### src/rtl/soc_sim_pkg.sv
// ----------------------------------------------------------------------------
// soc_sim_pkg
// Shared types and helpers for the SoC end-of-test signature monitor.
//   end_cause_e    : why the run ended (none / trap / EOT write / timeout)
//   state_e        : monitor FSM states (RUN -> CHECK -> DONE)
//   SIG_MAGIC_PASS : value firmware writes to a signature word on success
//   merge_bytes    : byte-strobe merge of a new word into an old word
// ----------------------------------------------------------------------------
package soc_sim_pkg;

  typedef enum logic [1:0] {
    CAUSE_NONE    = 2'd0,
    CAUSE_TRAP    = 2'd1,
    CAUSE_EOT     = 2'd2,
    CAUSE_TIMEOUT = 2'd3
  } end_cause_e;

  typedef enum logic [1:0] {
    ST_RUN   = 2'd0,
    ST_CHECK = 2'd1,
    ST_DONE  = 2'd2
  } state_e;

  localparam logic [31:0] SIG_MAGIC_PASS = 32'hCAFE_0001;

  // Replace only the bytes whose strobe bit is set; the others keep old_w.
  function automatic logic [31:0] merge_bytes(input logic [31:0] old_w,
                                              input logic [31:0] new_w,
                                              input logic [3:0]  strb);
    logic [31:0] res;
    res = old_w;
    for (int b = 0; b < 4; b++) begin
      if (strb[b]) begin
        res[8*b +: 8] = new_w[8*b +: 8];
      end else begin
        res[8*b +: 8] = old_w[8*b +: 8];
      end
    end
    return res;
  endfunction

endpackage

### src/rtl/sig_capture_bank.sv
// ----------------------------------------------------------------------------
// sig_capture_bank
// NUM_SIGS x 32-bit shadow copies of the firmware signature words.
// Ports:
//   clk    : system clock
//   clr    : synchronous clear of every shadow word
//   we     : write enable (already qualified as an in-window write transfer)
//   idx    : shadow word index
//   wstrb  : byte enables; unstrobed bytes keep their value
//   wdata  : write data
//   shadow : packed shadow words, word i at shadow[32*i +: 32]
// ----------------------------------------------------------------------------
module sig_capture_bank
  import soc_sim_pkg::*;
#(
  parameter int NUM_SIGS = 32'd4,
  parameter int IDX_W    = 32'd2
) (
  input  logic                     clk,
  input  logic                     clr,
  input  logic                     we,
  input  logic [IDX_W-1:0]         idx,
  input  logic [3:0]               wstrb,
  input  logic [31:0]              wdata,
  output logic [NUM_SIGS*32-1:0]   shadow
);

  // Shadow word storage: clear, or byte-merge into the addressed word.
  always_ff @(posedge clk) begin
    if (clr) begin
      shadow <= '0;
    end else begin
      for (int i = 0; i < NUM_SIGS; i++) begin
        if (we && (idx == IDX_W'(i))) begin
          shadow[32*i +: 32] <= merge_bytes(shadow[32*i +: 32], wdata, wstrb);
        end
      end
    end
  end

endmodule

### src/rtl/soc_sig_monitor.sv
// ----------------------------------------------------------------------------
// soc_sig_monitor
// End-of-test monitor for the PicoRV32+TPU SoC. Snoops the native memory bus,
// shadows firmware writes to NUM_SIGS signature words, ends the run on trap,
// an EOT register write or a cycle timeout, then latches a pass/fail verdict.
// Ports:
//   clk, rst                 : clock, synchronous active-high reset
//   mem_valid/ready          : bus handshake, transfer when both high
//   mem_addr/wdata/wstrb     : bus address, write data, byte enables (0 = read)
//   trap                     : CPU trap
//   done                     : verdict valid, sticky until rst
//   pass                     : all signatures match and run did not time out
//   timed_out                : run ended by timeout
//   end_cause                : 0 none, 1 trap, 2 EOT write, 3 timeout
//   mismatch                 : per-word compare failure
//   eot_code                 : data of the last EOT write
//   cycles                   : cycles spent in RUN, saturating
// ----------------------------------------------------------------------------
module soc_sig_monitor
  import soc_sim_pkg::*;
#(
  parameter logic [31:0]            SIG_BASE = 32'h0000_3F00,
  parameter int                     NUM_SIGS = 32'd4,
  parameter logic [NUM_SIGS*32-1:0] EXPECT   = {NUM_SIGS{SIG_MAGIC_PASS}},
  parameter logic [31:0]            EOT_ADDR = 32'h0000_3FFC,
  parameter int unsigned            TIMEOUT  = 32'd200000,
  parameter int                     CNT_W    = 32'd32
) (
  input  logic                clk,
  input  logic                rst,
  input  logic                mem_valid,
  input  logic                mem_ready,
  input  logic [31:0]         mem_addr,
  input  logic [31:0]         mem_wdata,
  input  logic [3:0]          mem_wstrb,
  input  logic                trap,
  output logic                done,
  output logic                pass,
  output logic                timed_out,
  output logic [1:0]          end_cause,
  output logic [NUM_SIGS-1:0] mismatch,
  output logic [31:0]         eot_code,
  output logic [CNT_W-1:0]    cycles
);

  localparam int              IDX_W        = (NUM_SIGS > 1) ? $clog2(NUM_SIGS) : 1;
  localparam bit              TIMEOUT_EN   = (TIMEOUT != 32'd0);
  localparam logic [CNT_W-1:0] TIMEOUT_LAST = CNT_W'(TIMEOUT - 32'd1);

  state_e                state_r;
  end_cause_e            cause_r;
  end_cause_e            cause_s;
  logic                  wr_s;
  logic                  eot_wr_s;
  logic                  in_win_s;
  logic                  sig_we_s;
  logic [32:0]           sig_off_s;
  logic [NUM_SIGS-1:0]   mismatch_s;
  logic [NUM_SIGS*32-1:0] shadow_s;
  logic                  unused_addr_s;

  // Byte offset bits carry no meaning for word-wide capture.
  assign unused_addr_s = ^mem_addr[1:0];

  assign wr_s     = mem_valid & mem_ready & (mem_wstrb != 4'b0000);
  assign eot_wr_s = wr_s & (mem_addr[31:2] == EOT_ADDR[31:2]);

  // 33-bit word offset: an address below SIG_BASE borrows into bit 32
  // instead of wrapping into a small positive offset.
  assign sig_off_s = {3'b000, mem_addr[31:2]} - {3'b000, SIG_BASE[31:2]};
  assign in_win_s  = ~sig_off_s[32] & (sig_off_s < 33'(NUM_SIGS));
  assign sig_we_s  = (state_r == ST_RUN) & wr_s & in_win_s;

  assign end_cause = cause_r;

  sig_capture_bank #(
    .NUM_SIGS (NUM_SIGS),
    .IDX_W    (IDX_W)
  ) u_bank (
    .clk    (clk),
    .clr    (rst),
    .we     (sig_we_s),
    .idx    (sig_off_s[IDX_W-1:0]),
    .wstrb  (mem_wstrb),
    .wdata  (mem_wdata),
    .shadow (shadow_s)
  );

  // End-event arbitration: trap beats EOT beats timeout.
  always_comb begin
    cause_s = CAUSE_NONE;
    if (trap) begin
      cause_s = CAUSE_TRAP;
    end else if (eot_wr_s) begin
      cause_s = CAUSE_EOT;
    end else if (TIMEOUT_EN && (cycles == TIMEOUT_LAST)) begin
      cause_s = CAUSE_TIMEOUT;
    end else begin
      cause_s = CAUSE_NONE;
    end
  end

  // Per-word signature compare against the expected values.
  always_comb begin
    mismatch_s = '0;
    for (int i = 0; i < NUM_SIGS; i++) begin
      mismatch_s[i] = (shadow_s[32*i +: 32] != EXPECT[32*i +: 32]);
    end
  end

  // Run / check / done sequencing and the registered verdict outputs.
  always_ff @(posedge clk) begin
    if (rst) begin
      state_r   <= ST_RUN;
      cause_r   <= CAUSE_NONE;
      cycles    <= '0;
      eot_code  <= 32'h0000_0000;
      mismatch  <= '0;
      done      <= 1'b0;
      pass      <= 1'b0;
      timed_out <= 1'b0;
    end else begin
      case (state_r)
        ST_RUN: begin
          if (cycles != {CNT_W{1'b1}}) begin
            cycles <= cycles + CNT_W'(32'd1);
          end
          // Captured on any EOT write, even when a trap wins the cause.
          if (eot_wr_s) begin
            eot_code <= mem_wdata;
          end
          if (cause_s != CAUSE_NONE) begin
            cause_r <= cause_s;
            state_r <= ST_CHECK;
          end
        end
        ST_CHECK: begin
          mismatch  <= mismatch_s;
          done      <= 1'b1;
          pass      <= (mismatch_s == '0) && (cause_r != CAUSE_TIMEOUT);
          timed_out <= (cause_r == CAUSE_TIMEOUT);
          state_r   <= ST_DONE;
        end
        ST_DONE: begin
          state_r <= ST_DONE;
        end
        default: begin
          state_r <= ST_RUN;
        end
      endcase
    end
  end

endmodule

### config.mk
export PLATFORM = sky130hd
export DESIGN_NAME = soc_sig_monitor
export DESIGN_NICKNAME = d
export VERILOG_FILES = /design/src/rtl/soc_sim_pkg.sv /design/src/rtl/sig_capture_bank.sv /design/src/rtl/soc_sig_monitor.sv
export SDC_FILE = /design/constraint.sdc
export NUM_CORES = 1
export LEC_CHECK = 0
export CAP_MARGIN = 20
export CORE_MARGIN = 1.5
export CORE_UTILIZATION = 58
export DETAILED_ROUTE_END_ITERATION = 8
export GPL_TIMING_DRIVEN = 0
export PLACE_DENSITY = 0.85
export SYNTH_ARGS = -nofsm -noshare
export SYNTH_HDL_FRONTEND = slang
export SYNTH_HIERARCHICAL = 1
export SYNTH_SLANG_ARGS = --single-unit
### constraint.sdc
create_clock -name clk -period 6.3 [get_ports clk]
set_clock_uncertainty 0.15 [all_clocks]
set_input_delay 1.26 -clock clk [delete_from_list [all_inputs] [get_ports clk]]
set_output_delay 1.26 -clock clk [all_outputs]
set_load 0.01 [all_outputs]
==> Word-level counts from Yosys, hierarchy flattened <==
Index checks and enable logic that the tools add are counted.
{ "totals": {"register_bits": 203, "in_bits": 73, "output_inout_bits": 73, "elab_cells": 84} }
{ "op_classes": {"add_sub_neg": 2, "magnitude_cmp": 1, "eq_ne": 15, "muxes": 5, "n_bitwise": 7, "n_reduce_logical": 30} }
{ "ops": {"columns": ["operator", "count"], "rows": [
  ["32-bit != test (second input constant)", 5],
  ["2-bit AND reduction", 19],
  ["33-bit by 3-bit < comparator with 1-bit output (second input constant)", 1],
  ["32-bit by 1-bit adder with 32-bit output (second input constant)", 1],
  ["32-bit by 18-bit == test with 1-bit output (second input constant)", 1],
  ["30-bit by 12-bit subtractor with 31-bit output (second input constant)", 1],
  ["30-bit by 12-bit == test with 1-bit output (second input constant)", 1],
  ["2-bit == test (second input constant)", 4],
  ["2-bit two-way mux", 4],
  ["1-bit bitwise AND", 6],
  ["1-bit logical AND", 5],
  ["2-bit by 1-bit == test with 1-bit output (second input constant)", 2],
  ["2-bit logical NOT", 2],
  ["4-bit logical NOT", 1],
  ["2-bit one-hot mux with 2 select lines", 1],
  ["4-bit nonzero test", 1],
  ["2-bit by 1-bit != test with 1-bit output (second input constant)", 1],
  ["2-bit != test (second input constant)", 1],
  ["2-bit nonzero test", 1],
  ["2-bit OR reduction", 1],
  ["1-bit inverter", 1]
]} }

==> Logic depth before layout (Yosys ltp) <==
Gate-level depths: netlist (run 1).
{ "logic_depth": {"ltp_word": 8, "depth_mapped": 12, "depth_no_buf": 9} }

==> Modules after synthesis <==
Netlist (run 1), hierarchy kept.
{ "modules_own_cells": {"columns": ["module", "n_inst", "cells_each", "area_per_inst_um2"], "rows": [
  ["sig_capture_bank", 1, 466, 5252.5],
  ["soc_sig_monitor", 1, 500, 4252.8]
]} }

==> Worst setup path before layout (run 1) <==
Ideal clock, no wire load.
{ "synth_path": {"path_type": "input port to flip-flop", "from": "input port mem_addr[16]", "to": "register u_bank.shadow[64]", "setup_time_ps": 121, "t_arrival_ps": 3500, "slack_ps": 2529, "cell_stages": 9, "path_buffers": 2, "cell_sequence": "or4_4 -> nor4b_1 -> and3_1 -> o2111ai_1 -> a211oi_1 -> buf_6 -> nand4b_1 -> buf_6 -> mux2i_1"} }
{ "synth_via": {"elab_chain_cells": 6} }
{ "synth_lines": {"columns": ["item", "line_no", "text"], "rows": [
  ["start, declared", "soc_sig_monitor.sv:33", "input logic [31:0] mem_addr,"],
  ["30-bit by 12-bit subtractor with 31-bit output (*)", "soc_sig_monitor.sv:70", "assign sig_off_s = {3'b000, mem_addr[31:2]} - {3'b000, SIG_BASE[31:2]};"],
  ["33-bit by 3-bit < comparator with 1-bit output / 1-bit inverter (equally long branches)", "soc_sig_monitor.sv:71", "assign in_win_s = ~sig_off_s[32] & (sig_off_s < 33'(NUM_SIGS));"],
  ["1-bit bitwise AND (*)", "soc_sig_monitor.sv:71", null],
  ["1-bit bitwise AND (*)", "soc_sig_monitor.sv:72", "assign sig_we_s = (state_r == ST_RUN) & wr_s & in_win_s;"],
  ["named net sig_we_s", "soc_sig_monitor.sv:56", "logic sig_we_s;"],
  ["1-bit logical AND (*)", "sig_capture_bank.sv:34", "if (we && (idx == IDX_W'(i))) begin"],
  ["2-bit AND reduction (no source line) (*)", null, null],
  ["end signal, assigned by index", "sig_capture_bank.sv:35", "shadow[32*i +: 32] <= merge_bytes(shadow[32*i +: 32], wdata, wstrb);"],
  ["end, declared", "sig_capture_bank.sv:25", "output logic [NUM_SIGS*32-1:0] shadow"]
]} }
Mark *: on every way through the listed nets, which the timed path passes. The rest lies on a longest branch.
A chain may end at the register's enable or synchronous reset.

==> Final worst setup path (run 1) <==
{ "layout_path": {"from": "input port mem_addr[16]", "to": "register u_bank.shadow[58]"} }
Same word-level chain as after synthesis.

==> run metrics, run 1 <==
Mapped Cells=966; hold_buf cts=0; crit path DAT=4.10 ns; reg2reg setup slack=between 3 and 4 ns; Hold Worst Slack=roughly 0.31 ns; unique cell type count in the Yosys netlist=66; Post-Syn Area per Cell=around 10 um2; Root Buffer=clkbuf_16; status=finished, final reports clean; # nets final=1208; critical path fanouts, max=10; Mapped Nets=1043; Post-Route WL=25200 um; Setup Viol. Count Final=0; min-delay worst type=flop to flop; area growth from synthesis to layout=24.1%; # diodes=0; drt initial violations=around 380; H-Tree Level Count=1; largest net degree at the start of global routing=14; top cells by area, synth=dfxtp_1 (43%), mux2i_1 (14%), nand2b_1 (11%); Post-Layout Cell Count=around 1400; deepest clock path buffer count=3; WL per Instance=18.6 um; met1 Resource Use GR=35.7%; initial antenna violation count=0; synth warn=6; RSZ-0062 raised after global routing=false; sequential share of the synthesized area=42.8%; peak supply drop=~0.22 mV; hpwl dp=18300 um; IO buf count=142; total core area=15900 um2; met2 Use GR=between 50% and 60%; most frequent cells in the layout=dfxtp_1 (203), nand2b_1 (161), clkdlybuf4s50_1 (142); number of flops mapped to enable cells by yosys=0; Fin Setup TNS=0 ns; top_reg_cell synth=dfxtp_1; worst r2r dst=u_bank/shadow[58]; Initial DRT Pass Iterations=5; capture point of the worst path=u_bank/shadow[58]; worst flop-to-flop path startpoint=state_r[1]; WP data required=~6.5 ns; top cell type's share of synthesized area=~43%; vias per cell=5.90; Slew HR=a little over 40%; Post-CTS Setup Inserts=0; Crit. End Element=flop; Power Density=222 nW/um2; Core Rows=46; Max Clk Rate=257 MHz; starting density of the core=59.6%; commonest non-fill, non-tap cell in the layout=dfxtp_1; Max Cap Violations=0; CTS Sinks=203; crit path from=mem_addr[16]; global route hottest layer=met2; antenna-violating nets left=0; Congestion Overflow GR=0; vias=7999; CTS resizes=0; Total GRT Usage=~30%; # DRC=0; Max Slew Vio Count=0; Hold Vio Cnt, Final=0; Min Clock Period, post-route=3.89 ns; crit start category=primary input; GR met3 Demand/Resource=4.23%; cells on worst reg2reg path=12; CTS tree=yes; ratio of cells with drive above 1 in the final layout=12.5%; first-pass GRT wire length=39800 um; Die Ht=131 um; slew at the pin closest to its max-slew limit=0.872 ns; area of the die=17200 um2; worst skew pair latency=just under 0.5 ns; DP Cell Count=1324; clk slew on worst S/H paths=0.06 ns; vias in the first global route=7841; Final Cycle Share=between 60% and 70%; FFs w/ async S/R, synth=0%; CTS Buf Count=20; IO Pins=146; Mapped Area=9510 um2; leak pwr=4.51 nW; Die W=131 um; gp weighted congestion=0.900; post-synthesis register bit count=203; post-synth top area cell=dfxtp_1; WS Path Type=primary input to flop
## area by class of cell
class / instances / area [um2]
Buffer: 57 / 387
Fill cell: 1165 / 4150
Sequential cell: 203 / 4060
Timing Repair Buffer: 143 / 1430
Clock buffer: 27 / 578
Multi-Input combinational cell: 699 / 5030
Clock inverter: 3 / 15.0
Inverter: 7 / 26.3
Tap cell: 216 / 270
## registers in the layout, indices dropped and copies added, names as in the netlist
name           cells
timed_out          1
end_cause          2
state_r            2
done               1
u_bank/shadow    128
pass               1
cycles            32
mismatch           4
eot_code          32
## through the flow
| step | power [W] | setup slack [ns] | area, um2 | utilization (%) |
|---|---|---|---|---|
| detailed placement | 0.00153 | 1.50 | 11200 | 70.2 |
| finish | 0.00262 | 2.41 | 11800 | 74.0 |
| CTS | 0.00263 | 2.00 | 11800 | 74.0 |
| floorplan | 0.00142 | 2.53 | 9510 | - |
| global route | 0.00269 | 2.30 | 11800 | 74.0 |
| global placement | 0.00153 | 1.63 | 11200 | 70.2 |
## critical path, cell delays in order
cell and delay (ns):
clkdlybuf4s50_1 0.42, or4_4 0.57, nor4b_1 0.32, and3_1 0.20, o2111ai_1 0.12, a211oi_1 0.26
buf_2 0.27, buf_6 0.20, nand4b_2 0.28, mux2i_1 0.19
## kinds of logic after synthesis
group	Yosys count	synth area share, %
AO/OA/AOI/OAI	111	7.96
XOR/XNOR	1	0.0922
adder cells (fa/ha/maj)	4	0.527
buffers and inverters	64	4.34
flip-flops	203	42.8
multiplexers	133	14.0
AND/OR/NAND/NOR	450	30.3
## report_power, final
group / switching, W / internal [W]
sequential: 0.00000874 / 0.00129
clock: 0.000479 / 0.000635
combinational: 0.000106 / 0.0000971
## cells in the mapped netlist, drive strengths merged (4+ instances only)
| cell type | number |
|---|---|
| or4 | 15 |
| nand4b | 8 |
| nor4b | 7 |
| a21oi | 63 |
| a211oi | 5 |
| nand2b | 161 |
| nand2 | 84 |
| or3 | 21 |
| nor4bb | 6 |
| nor2 | 22 |
| o21ai | 20 |
| nand4bb | 4 |
| dfxtp | 203 |
| nor2b | 4 |
| ha | 4 |
| clkbuf | 29 |
| inv | 7 |
| and4b | 5 |
| nand3 | 16 |
| mux2i | 130 |
| buf | 26 |
| and3 | 7 |
| and4 | 8 |
| nor4 | 27 |
| o31ai | 12 |
| nor3 | 13 |
| nand4 | 32 |
## layer usage
| layer | up-vias | part of all wire [%] |
|---|---|---|
| met5 | - | 0 |
| met4 | 0 | 3.7 |
| met3 | 66 | 5.9 |
| met2 | 284 | 49 |
| met1 | 3861 | 41 |
| li1 | 3788 | - |
## worst min-delay path by stage
stage               slack [ns]         startpoint                 to  cells past startpoint
floorplan                 0.29  u_bank/shadow[48]  u_bank/shadow[48]                      2
detailed placement        0.30        eot_code[0]        eot_code[0]                      2
global route              0.33       eot_code[22]       eot_code[22]                      2
finish                    0.31       eot_code[25]       eot_code[25]                      2
CTS                       0.31       eot_code[25]       eot_code[25]                      2
global placement          0.29        eot_code[0]        eot_code[0]                      2
Note: power is estimated with default switching activity, not from simulation.
==> inputs of run 2 (changes only) <==
--- a/config.mk
+++ b/config.mk
@@ -7,10 +7,10 @@
 export LEC_CHECK = 0
 export CAP_MARGIN = 20
 export CORE_MARGIN = 1.5
-export CORE_UTILIZATION = 58
+export CORE_UTILIZATION = 54
 export DETAILED_ROUTE_END_ITERATION = 8
 export GPL_TIMING_DRIVEN = 0
-export PLACE_DENSITY = 0.85
+export PLACE_DENSITY = 0.8
 export SYNTH_ARGS = -nofsm -noshare
 export SYNTH_HDL_FRONTEND = slang
 export SYNTH_HIERARCHICAL = 1
==> constraint.sdc (replaced) <==
create_clock -name clk -period 3.9 [get_ports clk]
set_clock_uncertainty 0.15 [all_clocks]
set_input_delay 0.78 -clock clk [delete_from_list [all_inputs] [get_ports clk]]
set_output_delay 0.78 -clock clk [all_outputs]
set_load 0.01 [all_outputs]
==> run 2 against run 1 <==
  * Clock power rose by 76%
  * Sequential share of layout area fell by 0.25 points
  * Combinational power rose by 62%
  * Critical path depth fell by 1
  * Critical endpoint is now u_bank/shadow[51]
==> run metrics, run 2 (synthesis gave the netlist of run 1 again) <==
WP data required=4.17 ns; CTS Buf Count=22; cells on worst reg2reg path=11; Die W=136 um; vias=~8000; area growth from synthesis to layout=25.0%; Max Cap Violations=0; gp weighted congestion=0.887; crit start category=primary input; Core Rows=48; Hold Worst Slack=around 0.3 ns; Worst Hold Depth=2; critical path depth in cells=9; hold_buf cts=0; critical path buffer and inverter count=2; Root Buffer=clkbuf_16; status=finished, final reports clean; Max Clk Rate=292 MHz; area of the die=around 18000 um2; IO Pins=roughly 150; hpwl dp=18000 um; min-delay worst type=flop to flop; Multi-input gate area=5030 um2; placed cell area=roughly 11000 um2; total core area=17200 um2; largest registers=u_bank/shadow (128), cycles (32), eot_code (32); Post-Route WL=24700 um; RSZ-0062 raised after global routing=false; H-Tree Level Count=1; vias in the first global route=between 7000 and 8000; critical path fanouts, max=9; # nets final=between 1000 and 1500; final design utilization=between 60% and 70%; ratio of cells with drive above 1 in the final layout=12.7%; most frequent cells in the layout=dfxtp_1 (203), nand2b_1 (161), clkdlybuf4s50_1 (142); Setup Viol. Count Final=0; Slew HR=38.1%; leak pwr=between 4 and 5 nW; crit path DAT=3.69 ns; Congestion Overflow GR=0; initial antenna violation count=0; IO buf count=roughly 140; drt initial violations=372; Largest register FFs=128; Final Cycle Share=87.8%; design area=between 10000 and 15000 um2; first-pass GRT wire length=approximately 39000 um; fillers=roughly 1400; # DRC=0; WL per Instance=18.0 um; antenna-violating nets left=0; CTS Sinks=203; Min Clock Period, post-route=3.43 ns; Total GRT Usage=a little over a quarter; Fin Setup TNS=0 ns; deepest clock path buffer count=3; worst skew pair latency=0.50 ns; Initial DRT Pass Iterations=5; Max Slew Vio Count=0; critical path's top delay family=simple AND/OR/NAND/NOR gates; Power Density=369 nW/um2; Hold Vio Cnt, Final=0; cell chain of the critical path=clkdlybuf4s50_1 > or4_4 > nor4b_1 > and3_1 > o2111ai_1 > a211oi_2 > and4b_1 > buf_2 > mux2i_1; CTS tree=yes; Largest Register=u_bank/shadow; crit path max-delay cell type=or4_4; CP max stage delay=0.58 ns; Final Total Pwr=approximately 0.0044 W; slew at the pin closest to its max-slew limit=0.921 ns; Die Ht=136 um; Crit. End Element=flop; WS Path Type=primary input to flop; commonest non-fill, non-tap cell in the layout=dfxtp_1; starting density of the core=about 55%; Sequential cell area=between 4000 and 5000 um2; vias per cell=between 5 and 6; largest net degree at the start of global routing=14; # diodes=0; clk slew on worst S/H paths=0.06 ns; peak supply drop=about 0.29 mV
## run 2: final cells by class
type	count	share of cell area [%]
multi-input combinational	699	42.4
sequential	203	34.2
timing repair buffer	142	12.0
clock buffer	34	5.44
buffer	57	3.25
tap	225	2.37
inverter	7	0.221
clock inverter	4	0.169
## run 2: through the flow
step	cells	setup WS, ns
final	1371	0.475
after global routing	1371	0.260
after CTS	1371	0.208
after detailed placement	1333	-0.285
after global placement	1333	-0.238
after floorplan	966	0.609
## run 2: metal layers
layer	GRT usage (%)	up-vias	part of all wire (%)
met5	0	-	0
met4	9.02	0	3.1
met3	4.12	53	5.5
met2	45.8	243	48
met1	35.1	3666	44
li1	-	3805	-
## run 2: final timing paths
kind / startpoint / endpoint / slack, ns
hold reg to reg: eot_code[0] / eot_code[0] / 0.30
setup / recovery: mem_addr[16] / u_bank/shadow[51] / 0.47
hold / removal: eot_code[0] / eot_code[0] / 0.30
setup reg to reg: state_r[1] / u_bank/shadow[51] / 0.65
## run 2: worst reg2reg max path, delay by kind of cell, from the launching register on
kind / cells / cell delay [ns]
AOI/OAI and AO/OA: 2 / 0.62
adders and majority gates: 1 / 0.14
buffers and inverters: 4 / 0.74
DFF: 1 / 0.30
muxes: 1 / 0.24
and+or+nand+nor: 3 / 0.99
## run 2: report_power, final
part           switching [W]  internal [W]
Sequential         0.0000135       0.00209
Combinational       0.000172      0.000157
Clock               0.000811       0.00114
Total               0.000996       0.00338
## run 2: repair_timing
item | in CTS | in global routing
buffers inserted | 0 | 0
endpoints found under the setup margin | 0 | 39
gates resized for setup | 0 | 1
